**config.mk**
```make
export PLATFORM = sky130hd
export DESIGN_NAME = store_align_buffer
export DESIGN_NICKNAME = d
export VERILOG_FILES = /design/src/rtl/mips_mem_pkg.sv /design/src/rtl/store_lane_pack.sv /design/src/rtl/store_align_buffer.sv
export SDC_FILE = /design/constraint.sdc
export NUM_CORES = 1
export LEC_CHECK = 0
export ABC_AREA = 1
export BUFFER_PORTS_ARGS = -buffer_cell sky130_fd_sc_hd__buf_2
export CAP_MARGIN = 20
export CORE_UTILIZATION = 35
export DETAILED_ROUTE_END_ITERATION = 10
export GPL_TIMING_DRIVEN = 0
export SETUP_SLACK_MARGIN = 0.02
export SLEW_MARGIN = 20
export SYNTH_ARGS = -nofsm -noshare
export SYNTH_HDL_FRONTEND = slang
export SYNTH_SLANG_ARGS = --single-unit
```
**constraint.sdc**
```tcl
create_clock -name clk -period 6.1 [get_ports clk]
set_clock_uncertainty 0.15 [all_clocks]
set_input_delay 0.305 -clock clk [delete_from_list [all_inputs] [get_ports clk]]
set_output_delay 0.305 -clock clk [all_outputs]
set_load 0.02 [all_outputs]
```
**src/rtl/mips_mem_pkg.sv**
```systemverilog
// rtl/mips_mem_pkg.sv - shared store-path encodings, address map defaults and FIFO entry type
//
// Purpose: constants and types used by the M-stage store path.
// Contents:
//   st_op_e      store opcode encoding (SW, SH, SB, reserved)
//   TC_WIN       byte size of each timer register window
//   TC_COUNT_OFF offset of the read-only COUNT register inside a timer window
//   *_DEF        default address map values
//   st_entry_t   one buffered bridge write (aligned address, byte enables, data)
package mips_mem_pkg;

    typedef enum logic [1:0] {
        ST_SW  = 2'd0,
        ST_SH  = 2'd1,
        ST_SB  = 2'd2,
        ST_RSV = 2'd3
    } st_op_e;

    localparam logic [31:0] TC_WIN       = 32'd12;
    localparam logic [31:0] TC_COUNT_OFF = 32'd8;

    localparam logic [31:0] DM_TOP_DEF   = 32'h0000_2FFF;
    localparam logic [31:0] TC0_BASE_DEF = 32'h0000_7F00;
    localparam logic [31:0] TC1_BASE_DEF = 32'h0000_7F10;

    typedef struct packed {
        logic [31:0] addr;
        logic [3:0]  byteen;
        logic [31:0] wdata;
    } st_entry_t;

endpackage

```
**src/rtl/store_lane_pack.sv**
```systemverilog
// rtl/store_lane_pack.sv - combinational lane packing and address-error check for stores
//
// Purpose: turns one store request into a word-wide write and flags illegal addresses.
// Ports:
//   st_op        in   2   store opcode (SW/SH/SB/reserved)
//   st_addr      in  32   byte address
//   st_data      in  32   register data
//   aligned_addr out 32   {st_addr[31:2], 2'b00}
//   byteen       out  4   byte enables
//   wdata        out 32   lane-replicated data
//   ades         out  1   address error for this store
module store_lane_pack
    import mips_mem_pkg::*;
#(
    parameter logic [31:0] DM_TOP   = DM_TOP_DEF,
    parameter logic [31:0] TC0_BASE = TC0_BASE_DEF,
    parameter logic [31:0] TC1_BASE = TC1_BASE_DEF
) (
    input  logic [1:0]  st_op,
    input  logic [31:0] st_addr,
    input  logic [31:0] st_data,
    output logic [31:0] aligned_addr,
    output logic [3:0]  byteen,
    output logic [31:0] wdata,
    output logic        ades
);

    logic [31:0] off0;
    logic [31:0] off1;
    logic [31:0] tc_off;
    logic        in_dm;
    logic        in_tc0;
    logic        in_tc1;
    logic        in_tc;

    // Unsigned subtraction: addresses below a base wrap to huge offsets and
    // therefore fall outside the window without a separate lower-bound test.
    assign off0   = st_addr - TC0_BASE;
    assign off1   = st_addr - TC1_BASE;
    assign in_dm  = (st_addr <= DM_TOP);
    assign in_tc0 = (off0 < TC_WIN);
    assign in_tc1 = (off1 < TC_WIN);
    assign in_tc  = in_tc0 | in_tc1;
    assign tc_off = in_tc0 ? off0 : off1;

    assign aligned_addr = {st_addr[31:2], 2'b00};

    always_comb begin
        byteen = 4'b0000;
        wdata  = st_data;
        ades   = 1'b0;
        case (st_op)
            ST_SW: begin
                byteen = 4'b1111;
                wdata  = st_data;
                if (st_addr[1:0] != 2'b00) ades = 1'b1;
                if (in_tc && (tc_off == TC_COUNT_OFF)) ades = 1'b1;
            end
            ST_SH: begin
                byteen = st_addr[1] ? 4'b1100 : 4'b0011;
                wdata  = {2{st_data[15:0]}};
                if (st_addr[0]) ades = 1'b1;
                // Timer registers only take full-word writes.
                if (in_tc) ades = 1'b1;
            end
            ST_SB: begin
                byteen = 4'b0001 << st_addr[1:0];
                wdata  = {4{st_data[7:0]}};
                if (in_tc) ades = 1'b1;
            end
            default: begin
                ades = 1'b1;
            end
        endcase
        if (!(in_dm || in_tc)) ades = 1'b1;
    end

endmodule

```
**src/rtl/store_align_buffer.sv**
```systemverilog
// rtl/store_align_buffer.sv - M-stage store buffer: lane-aligns stores and queues them to the bridge
//
// Purpose: accepts aligned stores from the pipeline, holds them in a small FIFO and
//          presents the head to the system bridge with a valid/ready handshake.
// Ports:
//   clk, reset        clock, synchronous active-high reset
//   st_req            M-stage instruction is a store
//   st_op             0=SW, 1=SH, 2=SB, 3=reserved
//   st_addr, st_data  byte address and register data
//   flush             kills this cycle's st_req
//   exc_ades          address error on the live request (combinational)
//   stall             live request cannot be accepted this cycle (combinational)
//   drained           FIFO empty
//   mem_valid         head entry valid
//   mem_addr          word-aligned head address
//   mem_byteen        head byte enables
//   mem_wdata         head write data
//   mem_ready         bridge accepts head this cycle
module store_align_buffer
    import mips_mem_pkg::*;
#(
    parameter int          DEPTH    = 2,
    parameter logic [31:0] DM_TOP   = DM_TOP_DEF,
    parameter logic [31:0] TC0_BASE = TC0_BASE_DEF,
    parameter logic [31:0] TC1_BASE = TC1_BASE_DEF
) (
    input  logic        clk,
    input  logic        reset,
    input  logic        st_req,
    input  logic [1:0]  st_op,
    input  logic [31:0] st_addr,
    input  logic [31:0] st_data,
    input  logic        flush,
    output logic        exc_ades,
    output logic        stall,
    output logic        drained,
    output logic        mem_valid,
    output logic [31:0] mem_addr,
    output logic [3:0]  mem_byteen,
    output logic [31:0] mem_wdata,
    input  logic        mem_ready
);

    localparam int PW = (DEPTH > 1) ? $clog2(DEPTH) : 1;
    localparam int CW = $clog2(DEPTH + 1);
    localparam logic [CW-1:0] FULL_COUNT = CW'(DEPTH);

    st_entry_t     fifo_mem [DEPTH];
    st_entry_t     last_q;
    st_entry_t     new_entry;
    st_entry_t     head;
    logic [PW-1:0] wr_ptr;
    logic [PW-1:0] rd_ptr;
    logic [CW-1:0] count;

    logic          pk_ades;
    logic          req_live;
    logic          full;
    logic          push;
    logic          pop;

    store_lane_pack #(
        .DM_TOP   (DM_TOP),
        .TC0_BASE (TC0_BASE),
        .TC1_BASE (TC1_BASE)
    ) u_pack (
        .st_op        (st_op),
        .st_addr      (st_addr),
        .st_data      (st_data),
        .aligned_addr (new_entry.addr),
        .byteen       (new_entry.byteen),
        .wdata        (new_entry.wdata),
        .ades         (pk_ades)
    );

    assign req_live  = st_req & ~flush;
    assign full      = (count == FULL_COUNT);
    assign mem_valid = (count != '0);
    assign drained   = (count == '0);
    assign pop       = mem_valid & mem_ready;
    assign exc_ades  = req_live & pk_ades;
    // A pop in the same cycle frees a slot, so a full FIFO still accepts.
    assign push      = req_live & ~pk_ades & (~full | pop);
    assign stall     = req_live & ~pk_ades & full & ~pop;

    // With the FIFO empty the read pointer may point at a stale slot, so the
    // outputs fall back to the most recently popped entry instead.
    assign head       = mem_valid ? fifo_mem[rd_ptr] : last_q;
    assign mem_addr   = head.addr;
    assign mem_byteen = head.byteen;
    assign mem_wdata  = head.wdata;

    always_ff @(posedge clk) begin
        if (push) begin
            fifo_mem[wr_ptr] <= new_entry;
        end
    end

    always_ff @(posedge clk) begin
        if (reset) begin
            wr_ptr <= '0;
            rd_ptr <= '0;
            count  <= '0;
            last_q <= '0;
        end else begin
            if (push) begin
                wr_ptr <= wr_ptr + PW'(1);
            end
            if (pop) begin
                rd_ptr <= rd_ptr + PW'(1);
                last_q <= fifo_mem[rd_ptr];
            end
            case ({push, pop})
                2'b10:   count <= count + CW'(1);
                2'b01:   count <= count - CW'(1);
                default: count <= count;
            endcase
        end
    end

endmodule

```
==> results.py, run 1 <==
metrics = {
    "cts": {
        "cts_resized": 0,
        "cts_inserted_buffers": 21,
        "clk_latency_ns": 0.50,
        "htree_levels": 1,
        "clock-sinks": 203,
        "cts_root_buf": "clkbuf_16",
        "clk_pin_slew_ns": 0.06,
        "clockBufferDepth": 3,
        "cts_tree": "yes",
    },
    "grt": {
        "grt_pass1_wl_mm": 45.6,
        "gr-max-usage-layer": "met2",
        "grt_max_degree": 25,
        "grtUsageMet3": 0.0215,
        "use_met2": 0.333,
        "gr-usage-met1": 0.255,
        "grt-ovfl-total": 0,
        "grt_pass1_vias": 8334,
        "antenna_found_initial": 2,
        "grt_usage": 0.194,
    },
    "power_and_ir_drop": {
        "p_leak_nw": 4.94,
        "ir_drop_mv": 0.149,
        "p_per_area_nw_per_um2": 273,
    },
    "yosys": {
        "yosysTopAreaCellShare": 0.384,
        "muxShareOfSynthArea": 0.0640,
        "synth.cells.most_frequent": "nand2_1 (247), edfxtp_1 (132), nor2_1 (131), inv_1 (99), o21ai_0 (89)",
        "synthAdderAreaFrac": 0.0109,
        "synth_seq_cells": 203,
        "synth.avg_cell_area_um2": 9.04,
        "synthSimpleGateAreaFrac": 0.220,
        "synthXorXnorAreaFrac": 0.00581,
        "yosysUniqueCellTypes": 43,
        "synth_top_family_by_area": "simple AND/OR/NAND/NOR gates",
        "yosysTopAreaCell": "edfxtp_1",
        "yosys.cell_count.top_type": "nand2_1",
        "synth_enable_flop_cells": 132,
        "yosys-top-cells-area": "edfxtp_1 (38%), dfxtp_1 (14%), nand2_1 (9.0%)",
        "synthCells": 1142,
        "synth_compound_area_frac": 0.112,
        "yosysWarnings": 0,
        "netlist_area_um2": 10300,
        "ys_seq_area_frac": 0.521,
        "synthFlopType": "edfxtp_1",
        "synthArstFlopShare": 0,
    },
    "worst_setup_path": {
        "path_buf_inv": 7,
        "path_cells": "dlygate4sd3_1 -> buf_2 -> inv_1 -> ha_1 -> nand2_2 -> inv_1 -> nor2_1 -> nand2_1 -> nand3_1 -> nand2_1 -> nor2_1 -> nand3_1 -> nor2_2 -> nand2_2 -> nand3_2 -> nand3_2 -> nor2_4 -> nand3_4 -> nor2_4 -> inv_1 -> nor2_4 -> buf_12 -> buf_12",
        "cpMaxStageDelayCell": "nor2_4",
        "crit_required_ns": 6.16,
        "arrival_ns": 4.50,
        "max_stage_delay_ns": 0.60,
        "end_kind": "flip-flop",
        "cp_max_fo": 24,
        "crit_family": "simple AND/OR/NAND/NOR gates",
        "cp-start-kind": "input pin",
        "critPathKind": "in -> reg",
    },
    "timing": {
        "max_slew.worst_pin.slew_ns": 1.01,
        "fin_ws_ns": 1.66,
        "hold_violations": 0,
        "max_freq_mhz": 225,
        "finalCriticalPeriod_ns": 4.44,
        "rsz0062_at_grt": "false",
        "timing.final.crit_share": 0.728,
        "slew_viol_final": 0,
        "setup_violations": 0,
        "max_slew_margin": 0.323,
    },
    "final_layout": {
        "final_area_um2": 12700,
        "num-nets-final": 1426,
        "syn2layout_area_growth_pct": 22.6,
        "drive_gt1_frac": 0.176,
    },
    "route": {
        "drtPass1Iterations": 5,
        "drtAntennaViolNets": 0,
        "routed_wirelength_mm": 29.6,
        "drc": 0,
        "wl_per_cell_um": 17.0,
        "drt_iter0_drc": 560,
        "num_vias": 8636,
        "vias_per_cell": 4.94,
    },
    "floorplan": {
        "fp.dieArea_um2": 30200,
        "rows": 62,
        "die_h_um": 174,
        "core_um2": 28900,
        "pin_count": 143,
        "start_util": 0.358,
        "die_w_um": 174,
    },
    "place": {
        "port-buffer-count": 139,
        "placed_area_um2": 11600,
        "pre_cts_slack_ns": 1.65,
        "hpwl_mm": 22.3,
        "place.gp.congestion": 0.923,
    },
    "status": {
        "outcome": "finished, final reports clean",
    },
    "job": {
        "maxCapViolCount": 0,
    },
    "min_path": {
        "min_path_type": "in -> reg",
    },
}
[power breakdown]
group	internal, W	switching, W	total (W)
clock	0.000755	0.000522	0.00128
combinational	0.000209	0.000447	0.000656
sequential	0.00151	0.0000199	0.00153
[state kept, by name, summed over array words and instances (netlist names), named ones only]
signal / flops
rd_ptr: 1
count: 2
fifo_mem: 132
wr_ptr: 1
last_q: 66
[final cells by class]
class	instances	area [µm²]
diodes	2	5.00
inverters	105	402
well taps	384	480
plain buffers	54	278
multi-input cells	781	4280
clock buffers	27	578
repair buffers	180	1150
fillers	2874	16200
clock inverters	11	109
flip-flops and latches	203	5390
[worst min-delay path, stage by stage]
cell and delay [ns]:
buf_2 0.09, inv_1 0.04, o22ai_1 0.08
[final timing paths]
check,start,to,slack [ns],cells past startpoint
worst min register to register,rd_ptr$_SDFFE_PP0P_,rd_ptr$_SDFFE_PP0P_,0.31,1
worst min-delay path,st_data[18],fifo_mem[1][18]$_DFFE_PP_,0.04,3
worst max register to register,flip-flop,last_q[39]$_SDFFE_PP0P_,3.57,5
worst max-delay path,st_addr[4],fifo_mem[0][24]$_DFFE_PP_,1.66,23
[stage by stage]
stage               total power, W  instances  hold WS (ns)  TNS (ns)   util
floorplan                  0.00195       1143         0.254         0      -
global placement           0.00219       1666         0.286   -138.04  0.399
detailed placement         0.00220       1670         0.296         0  0.402
CTS                        0.00349       1745        0.0217         0  0.439
global route               0.00360       1747        0.0290         0  0.439
finish                     0.00346       1747        0.0401         0  0.439
[placed cells by master (no fill, tap or decap), drive strengths merged]
| master | n |
|---|---|
| buf | 155 |
| ha | 9 |
| inv | 104 |
| nor3 | 2 |
| a21boi | 2 |
| clkbuf | 69 |
| dlygate4sd3 | 37 |
| o21ai | 91 |
| nand2 | 264 |
| o21bai | 1 |
| a211oi | 66 |
| and2 | 2 |
| conb | 2 |
| nand3b | 1 |
| nor2 | 151 |
| dfxtp | 71 |
| bufinv | 2 |
| nand4 | 11 |
| o22ai | 16 |
| xnor2 | 1 |
| nor4 | 3 |
| a21oi | 12 |
| nand3 | 74 |
| clkinv | 10 |
| edfxtp | 132 |
| diode | 2 |
| xor2 | 5 |
| a31oi | 2 |
| mux2i | 66 |
[what timing repair did]
item	4_1_cts	5_1_grt
hold endpoints to repair	74	0
buffers inserted	0	0
hold buffers	37	0
[metal layers]
metal / vias to the layer above / part of all wire
li1: 4299 / -
met1: 4036 / 0.44
met2: 258 / 0.48
met3: 43 / 0.053
met4: 0 / 0.019
met5: - / 0
[logic make-up (layout without fill, tap and decap cells)]
group	count (synthesis)	after routing
AO/OA/AOI/OAI	190	190
other	1	4
adder cells (fa/ha/maj)	9	9
XOR/XNOR	6	6
AND/OR/NAND/NOR	508	508
buffers and inverters	159	377
flip-flops	203	203
multiplexers	66	66
No activity file was read; power rests on OpenSTA's default activity.
==> run 2, diff against run 1 <==
==> constraint.sdc (replaced) <==
create_clock -name clk -period 4.65 [get_ports clk]
set_clock_uncertainty 0.15 [all_clocks]
set_input_delay 0.2325 -clock clk [delete_from_list [all_inputs] [get_ports clk]]
set_output_delay 0.2325 -clock clk [all_outputs]
set_load 0.02 [all_outputs]
==> run 2 against run 1 <==
Net effect:
- wire length fell by 1.3%
- flip-flop and latch count unchanged
- non-clock buffer count rose by 13
- die area is the same
- clock-buffer cell count shrank 1
==> results.py, run 2 (synthesis gave the netlist of run 1 again) <==
metrics = {
    "timing": {
        "setup_violations": 0,
        "max_slew.worst_pin.slew_ns": 0.954,
        "finalCriticalPeriod_ns": 4.07,
        "max_freq_mhz": 245,
        "hold_violations": 0,
        "fin_ws_ns": 0.576,
        "slew_viol_final": 0,
        "rsz0062_at_grt": "false",
        "timing.final.crit_share": 0.876,
        "max_slew_margin": 0.361,
        "tns_ns": 0,
    },
    "cts": {
        "htree_levels": 1,
        "cts_root_buf": "clkbuf_16",
        "clockBufferDepth": 3,
        "clock-sinks": 203,
        "hold_buffers": 48,
        "clk_pin_slew_ns": 0.06,
        "cts_tree": "yes",
        "cts_setup_buffers": 0,
        "cts_resized": 0,
        "clk_latency_ns": 0.50,
        "cts_inserted_buffers": 21,
    },
    "route": {
        "wl_per_cell_um": 16.6,
        "routed_wirelength_mm": 29.2,
        "drt_iter0_drc": 641,
        "num_vias": 8735,
        "drtPass1Iterations": 7,
        "drtAntennaViolNets": 0,
        "drc": 0,
        "vias_per_cell": 4.97,
    },
    "final_layout": {
        "mostFrequentLayoutCells": "nand2_1 (247), buf_2 (139), edfxtp_1 (132)",
        "fillCellCount": 2839,
        "final_area_um2": 12800,
        "layout_commonest_cell": "nand2_1",
        "syn2layout_area_growth_pct": 24.0,
        "largest_reg_flops": 132,
        "utilization": 0.444,
        "largest_register": "fifo_mem",
        "layout.cells.non_filler": 1759,
        "drive_gt1_frac": 0.172,
        "reg_top3": "fifo_mem (132), last_q (66), count (2)",
        "num-nets-final": 1439,
    },
    "floorplan": {
        "rows": 62,
        "core_um2": 28900,
        "start_util": 0.358,
        "die_h_um": 174,
        "pin_count": 143,
        "die_w_um": 174,
        "fp.dieArea_um2": 30200,
    },
    "worst_setup_path": {
        "cp_max_fo": 24,
        "end_kind": "flip-flop",
        "critPathKind": "in -> reg",
        "crit_required_ns": 4.70,
        "arrival_ns": 4.12,
        "cp-start-kind": "input pin",
    },
    "power_and_ir_drop": {
        "combinationalPowerShare": 0.192,
        "internal_power_w": 0.00321,
        "power_frac_clock": 0.362,
        "p_per_area_nw_per_um2": 351,
        "ir_drop_mv": 0.201,
        "seq_power_share": 0.446,
        "p_leak_nw": 4.99,
        "p_sw_w": 0.00129,
        "p_sw_frac": 0.287,
    },
    "grt": {
        "grt-ovfl-total": 0,
        "antenna_found_initial": 1,
        "grt_max_degree": 26,
        "grt_pass1_vias": 8135,
        "grt_usage": 0.190,
        "grt_pass1_wl_mm": 44.5,
    },
    "place": {
        "dpl.cell_count": 1672,
        "placed_area_um2": 11700,
        "pre_cts_slack_ns": 0.559,
        "hpwl_mm": 21.9,
        "place.gp.congestion": 0.919,
        "port-buffer-count": 139,
    },
    "job": {
        "maxCapViolCount": 0,
    },
    "status": {
        "outcome": "finished, final reports clean",
    },
    "min_path": {
        "min_path_type": "in -> reg",
    },
}
run 2: cell count changes in the layout (fill, tap and decap cells not counted):
| cell | delta |
|---|---|
| dlygate4sd3_1 | +11 |
| buf_16 | +4 |
| clkinv_1 | +4 |
| clkinv_2 | -4 |
| clkbuf_8 | -3 |
| buf_12 | -2 |
| clkbuf_1 | +2 |
| diode_2 | -1 |
| inv_6 | +1 |
run 2: layout make-up:
cell class | instances | area (µm²) | share of cell area
clock inverter | 12 | 113 | 0.00879
buffer | 54 | 278 | 0.0217
clock buffer | 26 | 544 | 0.0425
antenna | 1 | 2.50 | 0.000195
timing repair buffer | 193 | 1330 | 0.104
tap | 384 | 480 | 0.0375
inverter | 105 | 402 | 0.0314
sequential | 203 | 5390 | 0.420
multi-input combinational | 781 | 4280 | 0.334
run 2: power groups by stage:
stage / Combinational [W] / Clock (W) / Sequential, W
after floorplan: 0.000524 / 0 / 0.00204
after global placement: 0.000827 / 0 / 0.00204
after detailed placement: 0.000835 / 0 / 0.00204
after CTS: 0.000868 / 0.00166 / 0.00201
after global routing: 0.000941 / 0.00172 / 0.00201
final: 0.000865 / 0.00163 / 0.00201
run 2: worst max-delay path, cell delays in order:
cell and delay (ns):
dlygate4sd3_1 0.52, buf_2 0.21, ha_1 0.26, inv_1 0.12
nor2_4 0.20, nand2_2 0.15, buf_6 0.17, nand3_1 0.07
nand4_1 0.15, nor2_2 0.20, nand3_1 0.10, nor2_1 0.15
a21oi_1 0.08, nand2_1 0.08, nand2_1 0.05, nand2_1 0.12
nand3_4 0.11, nor2_4 0.14, inv_1 0.11, nor2_4 0.45
buf_16 0.23, buf_12 0.19
run 2: final timing paths:
kind / to / from / slack (ns) / cells past startpoint
worst max register to register: last_q[40]$_SDFFE_PP0P_ / flip-flop / 2.06 / 5
worst max-delay path: fifo_mem[1][30]$_DFFE_PP_ / st_addr[9] / 0.58 / 22
worst min-delay path: fifo_mem[0][33]$_DFFE_PP_ / st_addr[0] / 0.03 / 3
worst min register to register: rd_ptr$_SDFFE_PP0P_ / rd_ptr$_SDFFE_PP0P_ / 0.30 / 1
run 2: routing by layer:
layer  share of wire  vias to the layer above  track usage  wire, µm
met5               0                        -            0         0
met4           0.017                        0       0.0453       488
met3           0.053                       33       0.0239      1540
met2            0.49                      246        0.335     14400
met1            0.44                     4116        0.246     12800
li1                -                     4340            -         -
run 2: per-stage QoR:
stage          hold slack (ns)  power, W
2_1_floorplan            0.181   0.00256
3_3_place_gp             0.287   0.00287
3_5_place_dp             0.291   0.00288
4_1_cts                0.00809   0.00453
5_1_grt                 0.0433   0.00468
6_report                0.0342   0.00450
